[src/rtl/uart_pkg.sv]
// Shared UART definitions: FSM state encoding, parity modes, default framing
// parameters and a parity helper used by both the receiver and the transmitter.
package uart_pkg;

    localparam int UART_DEFAULT_DATA_BITS  = 8;
    localparam int UART_DEFAULT_OVERSAMPLE = 16;

    localparam logic [2:0] ST_IDLE   = 3'd0;
    localparam logic [2:0] ST_START  = 3'd1;
    localparam logic [2:0] ST_DATA   = 3'd2;
    localparam logic [2:0] ST_PARITY = 3'd3;
    localparam logic [2:0] ST_STOP   = 3'd4;

    localparam int PARITY_MODE_EVEN = 0;
    localparam int PARITY_MODE_ODD  = 1;

    // Parity bit that makes the frame's count of ones odd (odd=1) or even (odd=0).
    // Narrower words are zero-extended, which leaves the XOR reduction unchanged.
    function automatic logic uart_parity(input logic [7:0] data, input logic odd);
        return odd ? ~(^data) : ^data;
    endfunction

endpackage

[src/rtl/uart_rx_sync.sv]
// Two-flop synchronizer for the asynchronous rxd line; resets to the idle level (1).
module uart_rx_sync (
    input  logic clk,
    input  logic reset,
    input  logic d,
    output logic q
);

    logic meta_q, meta_d;
    logic sync_q, sync_d;

    always_comb begin
        meta_d = d;
        sync_d = meta_q;
    end

    always_ff @(posedge clk or posedge reset) begin
        if (reset) begin
            meta_q <= 1'b1;
            sync_q <= 1'b1;
        end else begin
            meta_q <= meta_d;
            sync_q <= sync_d;
        end
    end

    assign q = sync_q;

endmodule

[src/rtl/uart_receiver.sv]
// UART receive stage: oversampled start/data/parity/stop recovery with a
// valid/ready output word. Parity support is compiled in by UART_RX_PARITY_EN.
module uart_receiver
    import uart_pkg::*;
#(
    parameter int DATA_BITS  = UART_DEFAULT_DATA_BITS,
    parameter int OVERSAMPLE = UART_DEFAULT_OVERSAMPLE,
    parameter int PARITY_ODD = PARITY_MODE_ODD
) (
    input  logic                 clk,
    input  logic                 reset,
    input  logic                 rx_tick,
    input  logic                 rxd,
    output logic [DATA_BITS-1:0] data_out,
    output logic                 data_valid,
    input  logic                 data_ready,
    output logic                 frame_err,
    output logic                 parity_err,
    output logic                 overrun,
    output logic                 busy,
    output logic [2:0]           state_dbg
);

    localparam int TICK_W = $clog2(OVERSAMPLE);
    localparam int BIT_W  = $clog2(DATA_BITS + 1);
    localparam logic [TICK_W-1:0] TICK_MID  = TICK_W'(OVERSAMPLE / 2 - 1);
    localparam logic [TICK_W-1:0] TICK_LAST = TICK_W'(OVERSAMPLE - 1);
    localparam logic [BIT_W-1:0]  BIT_LAST  = BIT_W'(DATA_BITS - 1);
`ifdef UART_RX_PARITY_EN
    localparam logic [2:0] ST_AFTER_DATA = ST_PARITY;
`else
    localparam logic [2:0] ST_AFTER_DATA = ST_STOP;
`endif

    if (DATA_BITS < 5 || DATA_BITS > 8) begin : g_bad_data_bits
        $error("uart_receiver: DATA_BITS must be 5..8");
    end
    if (OVERSAMPLE < 4 || (OVERSAMPLE % 2) != 0) begin : g_bad_oversample
        $error("uart_receiver: OVERSAMPLE must be even and >= 4");
    end
    if (PARITY_ODD != PARITY_MODE_ODD && PARITY_ODD != PARITY_MODE_EVEN) begin : g_bad_parity
        $error("uart_receiver: PARITY_ODD must be 0 or 1");
    end

    logic rxs;

    uart_rx_sync u_sync (
        .clk   (clk),
        .reset (reset),
        .d     (rxd),
        .q     (rxs)
    );

    logic [2:0]           state_q, state_d;
    logic [TICK_W-1:0]    tick_cnt_q, tick_cnt_d;
    logic [BIT_W-1:0]     bit_cnt_q, bit_cnt_d;
    logic [DATA_BITS-1:0] shift_q, shift_d;
    logic                 armed_q, armed_d;
    logic [DATA_BITS-1:0] data_q, data_d;
    logic                 valid_q, valid_d;
    logic                 ferr_q, ferr_d;
    logic                 ovr_q, ovr_d;
    logic                 tick_last;
    logic                 word_done;
    logic                 word_ferr;
`ifdef UART_RX_PARITY_EN
    logic                 perr_pend_q, perr_pend_d;
    logic                 perr_q, perr_d;
    logic                 parity_exp;

    assign parity_exp = uart_parity(8'(shift_q), PARITY_ODD != 0);
`endif

    assign tick_last = (tick_cnt_q == TICK_LAST);

    // Frame FSM: everything advances only on rx_tick; IDLE needs a high level
    // (armed) before a falling line counts as a start bit.
    always_comb begin
        state_d    = state_q;
        tick_cnt_d = tick_cnt_q;
        bit_cnt_d  = bit_cnt_q;
        shift_d    = shift_q;
        armed_d    = armed_q;
        word_done  = 1'b0;
        word_ferr  = 1'b0;
`ifdef UART_RX_PARITY_EN
        perr_pend_d = perr_pend_q;
`endif
        if (rx_tick) begin
            case (state_q)
                ST_IDLE: begin
                    tick_cnt_d = '0;
                    if (rxs) begin
                        armed_d = 1'b1;
                    end else if (armed_q) begin
                        state_d = ST_START;
                    end
                end
                ST_START: begin
                    if (tick_cnt_q == TICK_MID) begin
                        tick_cnt_d = '0;
                        if (!rxs) begin
                            state_d   = ST_DATA;
                            bit_cnt_d = '0;
`ifdef UART_RX_PARITY_EN
                            perr_pend_d = 1'b0;
`endif
                        end else begin
                            state_d = ST_IDLE;
                        end
                    end else begin
                        tick_cnt_d = tick_cnt_q + 1'b1;
                    end
                end
                ST_DATA: begin
                    if (tick_last) begin
                        tick_cnt_d = '0;
                        shift_d    = {rxs, shift_q[DATA_BITS-1:1]};
                        bit_cnt_d  = bit_cnt_q + 1'b1;
                        if (bit_cnt_q == BIT_LAST) begin
                            state_d = ST_AFTER_DATA;
                        end
                    end else begin
                        tick_cnt_d = tick_cnt_q + 1'b1;
                    end
                end
`ifdef UART_RX_PARITY_EN
                ST_PARITY: begin
                    if (tick_last) begin
                        tick_cnt_d  = '0;
                        perr_pend_d = (rxs != parity_exp);
                        state_d     = ST_STOP;
                    end else begin
                        tick_cnt_d = tick_cnt_q + 1'b1;
                    end
                end
`endif
                ST_STOP: begin
                    if (tick_last) begin
                        tick_cnt_d = '0;
                        word_done  = 1'b1;
                        word_ferr  = ~rxs;
                        armed_d    = rxs;
                        state_d    = ST_IDLE;
                    end else begin
                        tick_cnt_d = tick_cnt_q + 1'b1;
                    end
                end
                default: begin
                    state_d    = ST_IDLE;
                    tick_cnt_d = '0;
                end
            endcase
        end
    end

    // Output register: a completed word loads unless an unconsumed word is still
    // held, in which case the new one is dropped and overrun latches.
    always_comb begin
        data_d  = data_q;
        valid_d = valid_q;
        ferr_d  = ferr_q;
        ovr_d   = ovr_q;
`ifdef UART_RX_PARITY_EN
        perr_d  = perr_q;
`endif
        if (valid_q && data_ready) begin
            valid_d = 1'b0;
            ovr_d   = 1'b0;
        end
        if (word_done) begin
            if (!valid_q || data_ready) begin
                data_d  = shift_q;
                valid_d = 1'b1;
                ferr_d  = word_ferr;
`ifdef UART_RX_PARITY_EN
                perr_d  = perr_pend_q;
`endif
            end else begin
                ovr_d = 1'b1;
            end
        end
    end

    always_ff @(posedge clk or posedge reset) begin
        if (reset) begin
            state_q    <= ST_IDLE;
            tick_cnt_q <= '0;
            bit_cnt_q  <= '0;
            shift_q    <= '0;
            armed_q    <= 1'b0;
            data_q     <= '0;
            valid_q    <= 1'b0;
            ferr_q     <= 1'b0;
            ovr_q      <= 1'b0;
        end else begin
            state_q    <= state_d;
            tick_cnt_q <= tick_cnt_d;
            bit_cnt_q  <= bit_cnt_d;
            shift_q    <= shift_d;
            armed_q    <= armed_d;
            data_q     <= data_d;
            valid_q    <= valid_d;
            ferr_q     <= ferr_d;
            ovr_q      <= ovr_d;
        end
    end

`ifdef UART_RX_PARITY_EN
    always_ff @(posedge clk or posedge reset) begin
        if (reset) begin
            perr_pend_q <= 1'b0;
            perr_q      <= 1'b0;
        end else begin
            perr_pend_q <= perr_pend_d;
            perr_q      <= perr_d;
        end
    end

    assign parity_err = perr_q;
`else
    assign parity_err = 1'b0;
`endif

    assign data_out   = data_q;
    assign data_valid = valid_q;
    assign frame_err  = ferr_q;
    assign overrun    = ovr_q;
    assign busy       = (state_q != ST_IDLE);
    assign state_dbg  = state_q;

endmodule
[config.mk]
export PLATFORM = sky130hd
export DESIGN_NAME = uart_receiver
export DESIGN_NICKNAME = d
export VERILOG_FILES = /design/src/rtl/uart_pkg.sv /design/src/rtl/uart_rx_sync.sv /design/src/rtl/uart_receiver.sv
export SDC_FILE = /design/constraint.sdc
export NUM_CORES = 1
export LEC_CHECK = 0
export BUFFER_PORTS_ARGS = -buffer_cell sky130_fd_sc_hd__buf_4
export CAP_MARGIN = 20
export CORE_MARGIN = 2
export CORE_UTILIZATION = 60
export CTS_CLUSTER_SIZE = 14
export DETAILED_ROUTE_END_ITERATION = 8
export PLACE_DENSITY = 0.8
export SETUP_SLACK_MARGIN = 0.2
export SLEW_MARGIN = 25
export SYNTH_ARGS = -nofsm -noshare
export SYNTH_HDL_FRONTEND = slang
export SYNTH_SLANG_ARGS = --single-unit
[constraint.sdc]
create_clock -name clk -period 5.9 [get_ports clk]
set_clock_uncertainty 0.15 [all_clocks]
set_input_delay 1.18 -clock clk [delete_from_list [all_inputs] [get_ports clk]]
set_output_delay 1.18 -clock clk [all_outputs]
set_load 0.02 [all_outputs]
==> run_results.csv <==
group,metric,value,unit
outcome,status,"finished clean",
cts,hold_buffers,0,
yosys,syn_nets,136,
placed_design,dp_hpwl,1890,µm
cts,cts_made_buffers,5,
layout,design_area,1700,µm²
grt,antenna_found_initial,0,
drt,drtIter0Drc,24,
cts,htree_levels,2,
yosys,synthMostInstantiatedCell,"dfrtp_1",
drt,drt_first_pass_iters,4,
flow_run,cap_violations,0,
yosys,ys_warn_count,0,
cts,post-cts-setup-buffers,0,
grt,grt_pass1_vias,1015,
placed_design,port_buffers,19,
power_and_ir_drop,power,581,µW
timing,hold_violations,0,
cts,clock_latency,0.34,ns
worst_setup_path,cp-start-kind,"flip-flop",
drt,routed_via_density,5.75,
layout,syn2layout_area_growth,12.9,%
cts,cts_root_buffer,"clkbuf_4",
power_and_ir_drop,peakVddDrop,0.000316,V
yosys,syn_area,1510,µm²
yosys,async_flop_share,100,%
floorplan,die_h,54.2,µm
cts,clk_path_buf_depth,2,
floorplan,fp.dieArea,2930,µm²
power_and_ir_drop,power_density,341,nW/µm²
timing,min_period,2.79,ns
grt,grt-ovfl-total,0,
drt,vias,1030,
placed_design,placed_area,1640,µm²
layout,finalNetCount,155,
floorplan,initial_utilization,62.0,%
yosys,synth_area_leaders,"dfrtp_1 (51%), mux2_2 (6.7%), mux2_1 (6.0%)",
timing,max_freq,0.359,GHz
timing,worst_pin_slew,0.564,ns
timing,period_share,47.2,%
timing,finalSetupViolations,0,
grt,grt_first_pass_wirelength,4460,µm
timing,slew_viol_final,0,
yosys,synthCells,129,
yosys,ys_top_cells_by_count,"dfrtp_1 (31), mux2_2 (9), inv_1 (8), mux2_1 (8), nand2_1 (8)",
layout,n_antenna_cell,0,
worst_setup_path,crit_type,"flip-flop to output port",
worst_setup_path,timing.rr.start,"tick_cnt_q[0]$_DFFE_PP0P_",
yosys,ys_seq_elements,33,
yosys,synth_top_cell_area_share,51.4,%
yosys,yosysSeqAreaShare,54.9,%
timing,rsz0062_at_grt,"no",
power_and_ir_drop,power_leakage,0.000848,µW
timing,holdWs,0.213,ns
drt,drc_errors,0,
layout,drive_above_1_share,28.2,%
hold_path,hp-class,"flip-flop to flip-flop",
placed_design,place.gp.congestion,0.820,
grt,grt_use_total,22.0,%
hold_path,hp-start,"u_sync.meta_q$_DFF_PP1_",
grt,grt_max_degree,34,
cts,cts_tree,"built",
timing,tns,0,ns
yosys,synth-edff-count,0,
worst_setup_path,crit_required,4.57,ns
yosys,syn_avg_cell_area,11.7,µm²
drt,routed_wl,2630,µm
drt,antenna_left,0,
timing,slew_headroom,62.3,%
worst_setup_path,cp_max_fo,11,
cts,clk_pin_slew,0.09,ns
yosys,synth_cell_types,37,
yosys,synth.largest_area_cell,"dfrtp_1",
drt,routedWlPerCell,14.7,µm
floorplan,core-area,2430,µm²
worst_setup_path,endpoint_kind,"output port",
yosys,synth-main-ff-cell,"dfrtp_1",
floorplan,ios,21,
cts,cts_sinks,33,
cts,postCtsResizedCells,0,
floorplan,die_w,54.2,µm
floorplan,rows,18,
worst_setup_path,cp-startpoint,"state_dbg[1]$_DFFE_PP0P_",
worst_setup_path,arrival,1.46,ns
## critical path: stages (launching register included)
cell and delay (ns):
dfrtp_1 0.50, or3_4 0.46, buf_4 0.17
## cell families (layout without fill, tap and decap cells)
group                      count (synthesis)  count (layout)  synth area share, %
DFF                                       33              33                 54.9
and+or+nand+nor                           33              33                 13.4
AOI/OAI and AO/OA                         24              24                 9.54
muxes                                     19              19                 14.0
buffers and inverters                     16              36                 5.64
adders and majority gates                  2               2                 1.66
other                                      1               1                0.249
xor gates and xnor gates                   1               1                0.581
## sequential cells by signal (all words and copies together) (netlist names)
signal,cells
shift_q,8
bit_cnt_q,4
armed_q,1
u_sync.meta_q,1
data_valid,1
overrun,1
data_out,8
frame_err,1
tick_cnt_q,4
state_dbg,3
u_sync.q,1
## layout by cell type (no fill, tap or decap), types with 6 or more instances in the layout
cell type,n
a21oi_1,7
buf_4,20
dfrtp_1,31
inv_1,8
mux2_1,8
mux2_2,9
nand2_1,8
nand3_1,6
o21ai_0,6
o21ai_1,6
## final cells by class
type,instances,area [µm²]
clock buffer,7,55.1
clock inverter,1,7.51
fill,185,728
inverter,8,30.0
multi-input combinational,80,596
sequential,33,828
tap,30,37.5
timing repair buffer,20,150
## per-stage QoR
step                instances  utilization, %  setup slack [ns]
floorplan                 129               -              3.34
global route              179            70.1              3.05
finish                    179            70.1              3.11
detailed placement        171            67.5              3.08
global placement          171            67.5              3.12
CTS                       179            70.1              3.09
## layer usage
| metal | track usage (%) | share of wire (%) | routed length (µm) |
|---|---|---|---|
| met1 | 27.7 | 43 | 1130 |
| met5 | 0 | 0 | 0 |
| met4 | 8.75 | 1.6 | 42 |
| met2 | 33.7 | 51 | 1330 |
| met3 | 8.89 | 4.9 | 129 |
## worst paths after layout
check | to | slack (ns) | depth (start not counted)
hold / removal | u_sync.q$_DFF_PP1_ | 0.21 | 0
max in group asynchronous | u_sync.q$_DFF_PP1_ | 4.49 | 3
min in group asynchronous | data_out[3]$_DFFE_PP0P_ | 0.77 | 3
setup / recovery | busy | 3.11 | 2
hold reg to reg | u_sync.q$_DFF_PP1_ | 0.21 | 0
setup reg to reg | shift_q[3]$_DFFE_PP0P_ | 3.77 | 4
## where the power goes
| group | internal [µW] | total, µW | switching, µW | leakage (µW) |
|---|---|---|---|---|
| registers | 247 | 286 | 38.4 | 0.000448 |
| logic | 75.4 | 163 | 87.6 | 0.000369 |
| clock network | 58.3 | 133 | 74.5 | 0.0000315 |
No activity file was read; power rests on OpenSTA's default activity.
